===== config.mk =====
export PLATFORM = sky130hd
export DESIGN_NAME = serial_tx_sink
export DESIGN_NICKNAME = d
export VERILOG_FILES = /design/src/rtl/serial_pkg.sv /design/src/rtl/serial_baud_timer.sv /design/src/rtl/serial_tx_sink.sv
export SDC_FILE = /design/constraint.sdc
export NUM_CORES = 1
export LEC_CHECK = 0
export BUFFER_PORTS_ARGS = -buffer_cell sky130_fd_sc_hd__buf_2
export CELL_PAD_IN_SITES_DETAIL_PLACEMENT = 1
export CELL_PAD_IN_SITES_GLOBAL_PLACEMENT = 1
export CORE_MARGIN = 2
export CORE_UTILIZATION = 35
export DETAILED_ROUTE_END_ITERATION = 10
export HOLD_SLACK_MARGIN = 0.06
export PLACE_DENSITY_LB_ADDON = 0.1
export SYNTH_ARGS = -nofsm -noshare
export SYNTH_HDL_FRONTEND = slang
export SYNTH_HIERARCHICAL = 1
export SYNTH_SLANG_ARGS = --single-unit

===== constraint.sdc =====
create_clock -name clk -period 2.5 [get_ports clk]
set_input_delay 0.125 -clock clk [delete_from_list [all_inputs] [get_ports clk]]
set_output_delay 0.125 -clock clk [all_outputs]
set_load 0.02 [all_outputs]

===== src/rtl/serial_pkg.sv =====
// Shared definitions for the RS-232 transmit and receive blocks.
package serial_pkg;

  typedef enum logic [1:0] {IDLE, START, DATA, STOP} state_e;

  localparam int FRAME_BITS = 10;

  function automatic int baud_divisor(input int clock_frequency, input int baud_rate);
    return clock_frequency / baud_rate;
  endfunction

endpackage


===== src/rtl/serial_baud_timer.sv =====
// Bit-period counter: counts 0..DIVISOR-1 while enabled, pulses bit_tick_o on the last count.
module serial_baud_timer #(
  parameter int DIVISOR = 16
) (
  input  logic clk,
  input  logic rst,
  input  logic clear_i,
  input  logic enable_i,
  output logic bit_tick_o
);

  if (DIVISOR < 2) begin : g_bad_divisor
    $error("serial_baud_timer: DIVISOR must be at least 2");
  end

  localparam int CW = (DIVISOR < 2) ? 1 : $clog2(DIVISOR);
  localparam logic [CW-1:0] LAST = CW'(DIVISOR - 1);

  logic [CW-1:0] cnt_q, cnt_d;

  always_comb begin
    cnt_d = cnt_q;
    if (clear_i)
      cnt_d = '0;
    else if (enable_i)
      cnt_d = (cnt_q == LAST) ? '0 : cnt_q + 1'b1;
  end

  always_ff @(posedge clk) begin
    if (!rst) cnt_q <= '0;
    else      cnt_q <= cnt_d;
  end

  assign bit_tick_o = enable_i && !clear_i && (cnt_q == LAST);

endmodule


===== src/rtl/serial_tx_sink.sv =====
// Stb/ack word sink that sends bits 7:0 of each accepted word as one 8N1 frame on tx.
module serial_tx_sink
  import serial_pkg::*;
#(
  parameter int CLOCK_FREQUENCY = 100000000,
  parameter int BAUD_RATE       = 115200
) (
  input  logic        clk,
  input  logic        rst,
  input  logic [31:0] input_in,
  input  logic        input_in_stb,
  output logic        input_in_ack,
  output logic        tx
);

  localparam int DIVISOR = baud_divisor(CLOCK_FREQUENCY, BAUD_RATE);

  state_e     state_q;
  logic       ack_q;
  logic       tx_q;
  logic [7:0] shift_q;
  logic [2:0] bit_idx_q;
  logic       bit_tick;
  logic       xfer;

  logic unused_hi;
  assign unused_hi = ^input_in[31:8];

  assign xfer = (state_q == IDLE) && input_in_stb && ack_q;

  serial_baud_timer #(.DIVISOR(DIVISOR)) u_timer (
    .clk       (clk),
    .rst       (rst),
    .clear_i   (xfer),
    .enable_i  (state_q != IDLE),
    .bit_tick_o(bit_tick)
  );

  // tx is registered from the next-state decision so the line changes on the same edge as state.
  always_ff @(posedge clk) begin
    if (!rst) begin
      state_q   <= IDLE;
      ack_q     <= 1'b0;
      tx_q      <= 1'b1;
      shift_q   <= '0;
      bit_idx_q <= '0;
    end else begin
      case (state_q)
        IDLE: begin
          tx_q <= 1'b1;
          if (xfer) begin
            shift_q <= input_in[7:0];
            ack_q   <= 1'b0;
            tx_q    <= 1'b0;
            state_q <= START;
          end else begin
            // A dropped stb withdraws the offer without taking a word.
            ack_q <= input_in_stb;
          end
        end
        START: if (bit_tick) begin
          bit_idx_q <= '0;
          tx_q      <= shift_q[0];
          state_q   <= DATA;
        end
        DATA: if (bit_tick) begin
          shift_q   <= {1'b0, shift_q[7:1]};
          bit_idx_q <= bit_idx_q + 3'd1;
          if (bit_idx_q == 3'd7) begin
            tx_q    <= 1'b1;
            state_q <= STOP;
          end else begin
            tx_q <= shift_q[1];
          end
        end
        STOP: if (bit_tick) state_q <= IDLE;
        default: state_q <= IDLE;
      endcase
    end
  end

  assign input_in_ack = ack_q;
  assign tx           = tx_q;

endmodule


==> impl_results.md, run 1 <==
- Slew Limit Fails: 0
- Final GP Congestion: 0.7842
- Setup-failing EPs final: 0
- Syn avg cell area: 9.623 sq um
- Initial antenna violation count: 0
- HPWL Detailed: 2064 um
- Crit path max fanout: 8
- Pwr dens: 871.7 nW/um^2
- Post-CTS Setup Bufs: 0
- Maximum clock rate: 447.7 MHz
- Cell repeated most along the worst path: inv_1
- CP Data Required Time: 2.67 ns
- Max-Cap Viols: 0
- Synth top area share: 37.42%
- Fillers: 426
- Least-Margin Pin Slew: 0.5115 ns
- CP peak stage delay: 0.41 ns
- Via/cell ratio: 5.412
- Synth top area cells: dfxtp_1, mux2i_1, ha_1
- Vias in the first global route: 1,081
- Worst hold-check path type: in2reg
- Final hold vios: 0
- Crit end category: flop
- Main flop type after synthesis: dfxtp_1
- Gr usage total: 14.74%
- Synth cell types: 40
- Fin nets: 194
- Grt total ovfl: 0
- Clk pin slew, worst setup/hold paths: 0.09 ns
- Post-route setup TNS: 0 ns
- WL/cell: 13.99 um
- Detail Route Antenna Nets: 0
- Peak supply drop: 0.2459 mV
- Largest net degree at the start of global routing: 18
- DIE WIDTH: 65.82 um
- Seq/Total Area, Yosys: 37.42%
- Clock Sinks: 25
- Chip height: 65.82 um
- Share of layout cells above drive strength 1: 18.54%
- Via count: 1,077
- Worst-Skew Late Latency: 0.27 ns
- Post-synth EDFFs: 0
- I/O Buffers: 12
- Clock buffer depth: 2
- Worst-path cell chain: inv_1, ha_1, nand3_1, inv_1, nor4_4, buf_4, o21ba_2, o311ai_0
- Leading area contributor after synthesis: dfxtp_1
- Status: completed
- Crit path time final: 2.234 ns
- RSZ-0062 raised after global routing: no
- Synth warn: 6
- 1st-pass router iterations: 3
- Post-placement cell area: 1440 sq um
- Leakage: 0.6301 nW
- Clock buffer count from CTS: 3
- Core footprint: 3661 sq um
- Finished Cell Area: 1501 sq um
- P&R area growth vs syn: 12.25%
- Residual DRC count: 0
- Number of I/O pins: 37
- CTS tree: done
- # diodes: 0
- Synth Instances: 139
- Routed WL: 2785 um
- CP startpoint kind: flop
- First-pass GRT wire length: 4892 um
- Die area: 4332 sq um
- Final Skew: 0.002153 ns
- Worst slew margin: 65.82%
- Critical setup path kind: reg2reg
- Seq cells post-synth: 25
- Synth async-reset ratio: 0%
- Net Count, Synth: 181
- Starting Density: 36.53%
- CTS root buf: clkbuf_8
- Crit path arrival time: 2.40 ns
- DRT iter0 DRCs: 74
- Area of the mapped netlist: 1338 sq um
- H-tree depth: 1
- Top post-synthesis cells by count: dfxtp_1, nand3_1, mux2i_1
- CP max stage cell: dfxtp_1
- Count leader, synth: dfxtp_1
- Rows: 22
- Tcrit/Tclk final: 89.35%
## layout by cell type (no fill, tap or decap), drive strengths merged, types with 2 or more instances in the layout
master  Yosys  routed
nor2b       2       2
buf         6      16
nor2        5       5
dfxtp      25      25
nand3      11      11
o311ai      2       2
or3         4       4
clkbuf      2       3
inv         5       5
and2        2       2
o21ba       2       2
o21ai       7       7
nand4       6       6
a32oi       2       2
xor2        3       3
ha          7       7
o211a       7       7
a21boi      3       3
nand2       8       8
o21a        2       2
mux2i      10      10
a21oi       5       5
## area by class of cell
class,count,area (sq um),share of cell area [%]
clock inverters,1,5.005,0.3333
inverters,5,18.77,1.250
repair buffers,16,90.09,6.000
well taps,48,60.06,4.000
flip-flops and latches,25,500.5,33.33
clock buffers,3,41.29,2.750
multi-input cells,101,785.8,52.33
## power breakdown
part           switching [W]  leakage (nW)  total (W)  internal (W)
clock               0.000135        0.0255   0.000247      0.000112
combinational       0.000275         0.401   0.000521      0.000247
sequential         0.0000602         0.203   0.000541      0.000480
## critical path: cells and delay by family (launching register included)
family                     cells  cell delay [ns]
adders and majority gates      1             0.31
DFF                            1             0.41
buffers and inverters          3             0.39
AOI/OAI and AO/OA              2             0.48
and+or+nand+nor                2             0.55
## per-stage QoR
step / setup WS [ns] / hold WS (ns) / std cells / total power (W) / utilization (%)
floorplan: 0.04014 / 0.2532 / 139 / 0.0009852 / -
global placement: 0.1744 / 0.4680 / 195 / 0.001051 / 39.34
detailed placement: 0.1050 / 0.4915 / 195 / 0.001070 / 39.34
CTS: 0.07969 / 0.2075 / 199 / 0.001321 / 40.60
global route: 0.01984 / 0.2217 / 199 / 0.001424 / 41.01
finish: 0.2661 / 0.2137 / 199 / 0.001309 / 41.01
## repair_timing
action / in CTS / in global routing
endpoints found under the hold margin: 0 / 0
setup endpoints to repair: 0 / 3
gates resized for setup: 0 / 2
hold buffers: 0 / 0
## sequential cells by signal, indices dropped and copies added, names as in the netlist
signal / count
input_in_ack: 1
shift_q: 8
state_q: 2
u_timer/cnt_q: 10
bit_idx_q: 3
tx: 1
## logic make-up after synthesis
logic type / Yosys count / share of synthesized area [%]
and+or+nand+nor: 44 / 18.15
AOI/OAI and AO/OA: 35 / 21.24
DFF: 25 / 37.42
xor gates and xnor gates: 4 / 2.620
muxes: 11 / 8.606
buffers and inverters: 13 / 5.425
adders and majority gates: 7 / 6.548
## layer usage
metal | vias up | global-route usage, % | wire length [um]
li1 | 538 | - | -
met1 | 520 | 17.76 | 1283
met2 | 12 | 25.25 | 1361
met3 | 7 | 1.533 | 65
met4 | 0 | 8.594 | 74
met5 | - | 0 | 0
## worst paths after layout
path	startpoint	to	slack, ns	cells past startpoint
setup / recovery	state_q[0]	tx	0.27	8
hold reg to reg	u_timer/cnt_q[9]	u_timer/cnt_q[9]	0.50	2
setup reg to reg	state_q[0]	tx	0.27	8
hold / removal	input_in[4]	shift_q[4]	0.21	4
(Power assumes the default switching activity.)
==> run 2: changes to the inputs <==
Settings changed: CORE_UTILIZATION 35 to 36, CTS_BUF_LIST from default to sky130_fd_sc_hd__clkbuf_8.
==> run 2 against run 1 <==
  * Clock power down 4%
  * Clock skew rose by 0.0011 ns
  * Worst hold slack better by 0.011 ns
  * First-iteration DRC count is 1.4% higher
  * Cell count increased by 1.0%
  * Via count rose by 1.3%
  * Utilization up 0.59 points
  * Die area decreased by 2.6%
  * Final area hardly changed
  * Largest cell class unchanged
==> impl_results.md, run 2 (synthesized netlist as in run 1, its figures left out) <==
- Maximum clock rate: 454.3 MHz
- Setup-failing EPs final: 0
- Number of I/O pins: 37
- Via/cell ratio: 5.428
- Worst slew margin: 66.00%
- Initial antenna violation count: 0
- Pwr dens: 870.2 nW/um^2
- P&R area growth vs syn: 12.16%
- Rows: 22
- Critical path's top delay family: compound AO/OA/AOI/OAI gates
- Crit Reg-Reg Endpoint: state_q[1]
- Clk pin slew, worst setup/hold paths: 0.09 ns
- Crit end category: flop
- Post-placement cell area: 1455 sq um
- Share of layout cells above drive strength 1: 18.30%
- Crit path time final: 2.201 ns
- I/O Buffers: 12
- Residual DRC count: 0
- Hold-critical path depth: 4
- Final setup margin: 0.2989 ns
- First-pass GRT wire length: 5064 um
- DIE WIDTH: 64.96 um
- CP startpoint kind: flop
- GR Util met2: 27.84%
- Hold WS: 0.2248 ns
- Most frequent cells in the layout: dfxtp_1, buf_2, nand3_1
- Finished Cell Area: 1500 sq um
- Largest net degree at the start of global routing: 18
- Leakage: 0.6393 nW
- Pwr Total: 0.001305 W
- # diodes: 0
- CP max stage cell: dfxtp_1
- Clock Sinks: 25
- Detail Route Antenna Nets: 0
- WL/cell: 13.85 um
- Die area: 4219 sq um
- Clock buffer depth: 2
- Most Used Layer, Global Route: met2
- Grt met1 use: 17.68%
- Gr usage total: 15.26%
- Post-cts sizing count: 0
- Crit path max fanout: 8
- Max-Cap Viols: 0
- Post-route setup TNS: 0 ns
- Final GP Congestion: 0.7085
- Clock buffer count from CTS: 3
- CP peak stage delay: 0.39 ns
- Slew Limit Fails: 0
- Fin nets: 196
- Commonest non-fill, non-tap cell in the layout: dfxtp_1
- Register bank with the most flops: u_timer/cnt_q
- Hold Startpoint: input_in[2]
- Crit path arrival time: 2.41 ns
- CTS root buf: clkbuf_8
- Status: completed
- Biggest registers after layout: u_timer/cnt_q (10), shift_q (8), bit_idx_q (3)
- Worst-Skew Late Latency: 0.27 ns
- Least-Margin Pin Slew: 0.5088 ns
- Routed WL: 2784 um
- RSZ-0062 raised after global routing: no
- Via count: 1,091
- Hold buffers post-CTS: 0
- Worst-path cell chain: inv_1, ha_1, inv_1, nand4_1, nor4_2, buf_4, o21ba_2, a221oi_1, mux2i_1
- Worst hold-check path type: in2reg
- Max reg flops: 10
- Worst slack, placed: 0.2652 ns
- R2r setup slk: 0.30 ns
- Starting Density: 37.09%
- CP Data Required Time: 2.71 ns
- DRT iter0 DRCs: 75
- Final Skew: 0.003236 ns
- HPWL Detailed: 2094 um
- Final hold vios: 0
- CTS tree: done
- Grt total ovfl: 0
- Vias in the first global route: 1,149
- Tcrit/Tclk final: 88.04%
- Core footprint: 3606 sq um
- Peak supply drop: 0.3086 mV
- Chip height: 64.96 um
- Reg2Reg Depth: 9
- 1st-pass router iterations: 4
- Critical setup path kind: reg2reg
- Crit Reg-Reg Startpoint: state_q[0]
- H-tree depth: 1
- Met3 usage: 2.604%
- Cell repeated most along the worst path: inv_1
- Hold path endpoint: shift_q[2]
- Post-CTS Setup Bufs: 0
- Sum of buffers and inverters on the critical path: 3
-- run 2: cell types whose count changed in the layout (fill, tap and decap cells not counted), sizes merged --
| cell | before | now |
|---|---|---|
| buf | 16 | 18 |
| clkinv | 1 | 0 |
| inv | 5 | 6 |
-- run 2: worst max path at each step --
stage | startpoint | to | depth (start not counted) | slack (ns)
final | state_q[0] | state_q[1] | 9 | 0.30
after global routing | state_q[0] | state_q[1] | 9 | 0.02
after CTS | state_q[0] | state_q[1] | 9 | 0.26
after detailed placement | state_q[0] | state_q[1] | 9 | 0.27
after global placement | state_q[0] | state_q[1] | 9 | 0.35
after floorplan | state_q[0] | state_q[1] | 10 | 0.04
-- run 2: stage by stage --
stage	cells	utilization (%)
6_report	201	41.60
5_1_grt	201	41.60
4_1_cts	201	41.60
3_5_place_dp	197	40.35
3_3_place_gp	197	40.35
2_1_floorplan	139	-
-- run 2: area by class of cell --
| type | count | area, sq um |
|---|---|---|
| fillers | 421 | 2106 |
| multi-input cells | 101 | 770.7 |
| flip-flops and latches | 25 | 500.5 |
| repair buffers | 18 | 105.1 |
| well taps | 48 | 60.06 |
| clock buffers | 3 | 41.29 |
| inverters | 5 | 18.77 |
| clock inverters | 1 | 3.754 |
-- run 2: report_power, final --
| group | leakage [nW] | internal, W | switching (W) |
|---|---|---|---|
| Combinational | 0.409 | 0.000255 | 0.000277 |
| Sequential | 0.203 | 0.000480 | 0.0000577 |
| Clock | 0.0269 | 0.000110 | 0.000126 |
-- run 2: worst min-delay path: cells and delay by family --
kind | cells | cell delay, ns
compound gates | 1 | 0.13
buf+inv | 1 | 0.08
simple gates | 1 | 0.07
mux | 1 | 0.05
-- run 2: layer usage --
layer / wire length (um) / vias to the layer above
met5: 0 / -
met4: 33 / 0
met3: 76 / 4
met2: 1403 / 14
met1: 1271 / 527
li1: - / 546
==> run 3: changes to the inputs <==
Settings changed: PLACE_DENSITY from default to 0.88, PLACE_DENSITY_LB_ADDON 0.1 to default.
==> run 3 against run 2 <==
  * Clock power barely moved
  * Worst hold slack got worse by 0.00097 ns
  * Die area stayed put
  * Routed wire length is 4.9% higher
  * Critical path depth unchanged
  * Total power is 0.19% higher
  * Combinational power about the same
  * Non-clock buffer count fell by 2
  * Clock skew is 0.0020 ns higher
==> impl_results.md, run 3 (synthesized netlist as in run 1, its figures left out) <==
- Clock buffer depth: 2
- H-tree depth: 1
- Number of I/O pins: 37
- Register area: 500.5 sq um
- Worst-Skew Late Latency: 0.26 ns
- Peak supply drop: 0.4044 mV
- CP max stage cell: dfxtp_1
- Via count: 1,066
- # diodes: 0
- Fin util: 41.36%
- Initial antenna violation count: 0
- Area of the multi-input gates: 777.0 sq um
- Final hold vios: 0
- DIE WIDTH: 64.96 um
- Routed WL: 2920 um
- Share of layout cells above drive strength 1: 17.88%
- CTS root buf: clkbuf_8
- Tcrit/Tclk final: 91.48%
- P&R area growth vs syn: 11.51%
- Rows: 22
- Most frequent cells in the layout: dfxtp_1, buf_2, nand3_1
- Register bank with the most flops: u_timer/cnt_q
- Crit path time final: 2.287 ns
- First-pass GRT wire length: 5043 um
- CP startpoint kind: flop
- Grt total ovfl: 0
- Setup-failing EPs final: 0
- Post-route setup TNS: 0 ns
- CTS tree: done
- Die area: 4219 sq um
- DRT iter0 DRCs: 39
- Leakage: 0.6302 nW
- Comb power frac: 40.5%
- Crit end category: flop
- Final non-filler cell total: 199
- Worst-path cell chain: inv_1, ha_1, nand3_1, inv_1, nor4_2, buf_4, mux2_4, and2_4, o211a_1
- Hold Startpoint: rst
- I/O Buffers: 12
- Post-CTS Setup Bufs: 0
- Maximum clock rate: 437.2 MHz
- Critical setup path kind: reg2reg
- Final GP Congestion: 0.8597
- Starting Density: 37.09%
- Clock Power Share: 17.8%
- Max reg flops: 10
- Hold WS: 0.2238 ns
- Crit path max fanout: 9
- Commonest non-fill, non-tap cell in the layout: dfxtp_1
- Clock Sinks: 25
- WL/cell: 14.67 um
- Fillers: 431
- Chip height: 64.96 um
- Clk pin slew, worst setup/hold paths: 0.09 ns
- CP peak stage delay: 0.40 ns
- Gr usage total: 15.19%
- Core footprint: 3606 sq um
- HPWL Detailed: 2269 um
- RSZ-0062 raised after global routing: no
- Internal Pwr Total: 0.0008378 W
- Slew Limit Fails: 0
- Worst slew margin: 66.34%
- Worst hold-check path type: in2reg
- Clock buffer count from CTS: 3
- Final Skew: 0.005249 ns
- CP Data Required Time: 2.71 ns
- Cell repeated most along the worst path: inv_1
- Via/cell ratio: 5.357
- Switching share of power: 35.94%
- Hold buffers post-CTS: 0
- Crit path arrival time: 2.49 ns
- Least-Margin Pin Slew: 0.5038 ns
- Vias in the first global route: 1,140
- Post-cts sizing count: 0
- Pwr dens: 876.9 nW/um^2
- Fin nets: 194
- Max-Cap Viols: 0
- Status: completed
- Residual DRC count: 0
- Placed cell count: 195
- Biggest registers after layout: u_timer/cnt_q (10), shift_q (8), bit_idx_q (3)
- Largest net degree at the start of global routing: 18
- 1st-pass router iterations: 4
- Crit. Startpoint: state_q[0]
- Share of power burned in registers: 41.6%
- Sw power: 0.0004701 W
- Detail Route Antenna Nets: 0
- Crit Reg-Reg Startpoint: state_q[0]
==> run 3: layout make-up <==
cell class                      instances  share of cell area, %
Inverter                                5                  1.258
Tap cell                               48                  4.027
Timing Repair Buffer                   16                  6.040
Clock inverter                          1                 0.2517
Clock buffer                            3                  2.768
Multi-Input combinational cell        101                  52.10
Sequential cell                        25                  33.56
==> run 3: per-layer routing <==
layer / share of wire (%) / vias to the layer above / routed length (um) / GRT usage, %
met1: 44 / 515 / 1283 / 16.85
met4: 0.65 / 0 / 19 / 4.521
met5: 0 / - / 0 / 0
met2: 53 / 14 / 1537 / 28.22
li1: - / 535 / - / -
met3: 2.7 / 2 / 80 / 3.819
==> run 3: power by group through the flow <==
stage	clock (W)	sequential, W	combinational, W
finish	0.000233	0.000544	0.000530
global route	0.000257	0.000554	0.000592
CTS	0.000244	0.000544	0.000528
detailed placement	0	0.000553	0.000527
global placement	0	0.000542	0.000488
floorplan	0	0.000544	0.000442
==> run 3: path summary, 6_finish.rpt <==
check	cells past startpoint	slack (ns)	end
min reg2reg	2	0.52	u_timer/cnt_q[8]
min	2	0.22	tx
max	9	0.21	shift_q[6]
max reg2reg	9	0.21	shift_q[6]
==> run 3: stage by stage <==
| step | cell area, sq um | worst slack [ns] | total power [W] |
|---|---|---|---|
| 2_1_floorplan | 1344 | 0.04014 | 0.0009852 |
| 6_report | 1491 | 0.2129 | 0.001308 |
| 4_1_cts | 1485 | 0.09772 | 0.001316 |
| 5_1_grt | 1491 | 0.03760 | 0.001402 |
| 3_3_place_gp | 1440 | 0.3153 | 0.001030 |
| 3_5_place_dp | 1440 | 0.1152 | 0.001080 |
==> run 3: critical path: cells and delay by family, from the launching register on <==
family | cells | cell delay (ns)
AOI/OAI and AO/OA | 1 | 0.15
muxes | 1 | 0.21
DFF | 1 | 0.40
and+or+nand+nor | 3 | 0.79
buffers and inverters | 3 | 0.38
adders and majority gates | 1 | 0.31
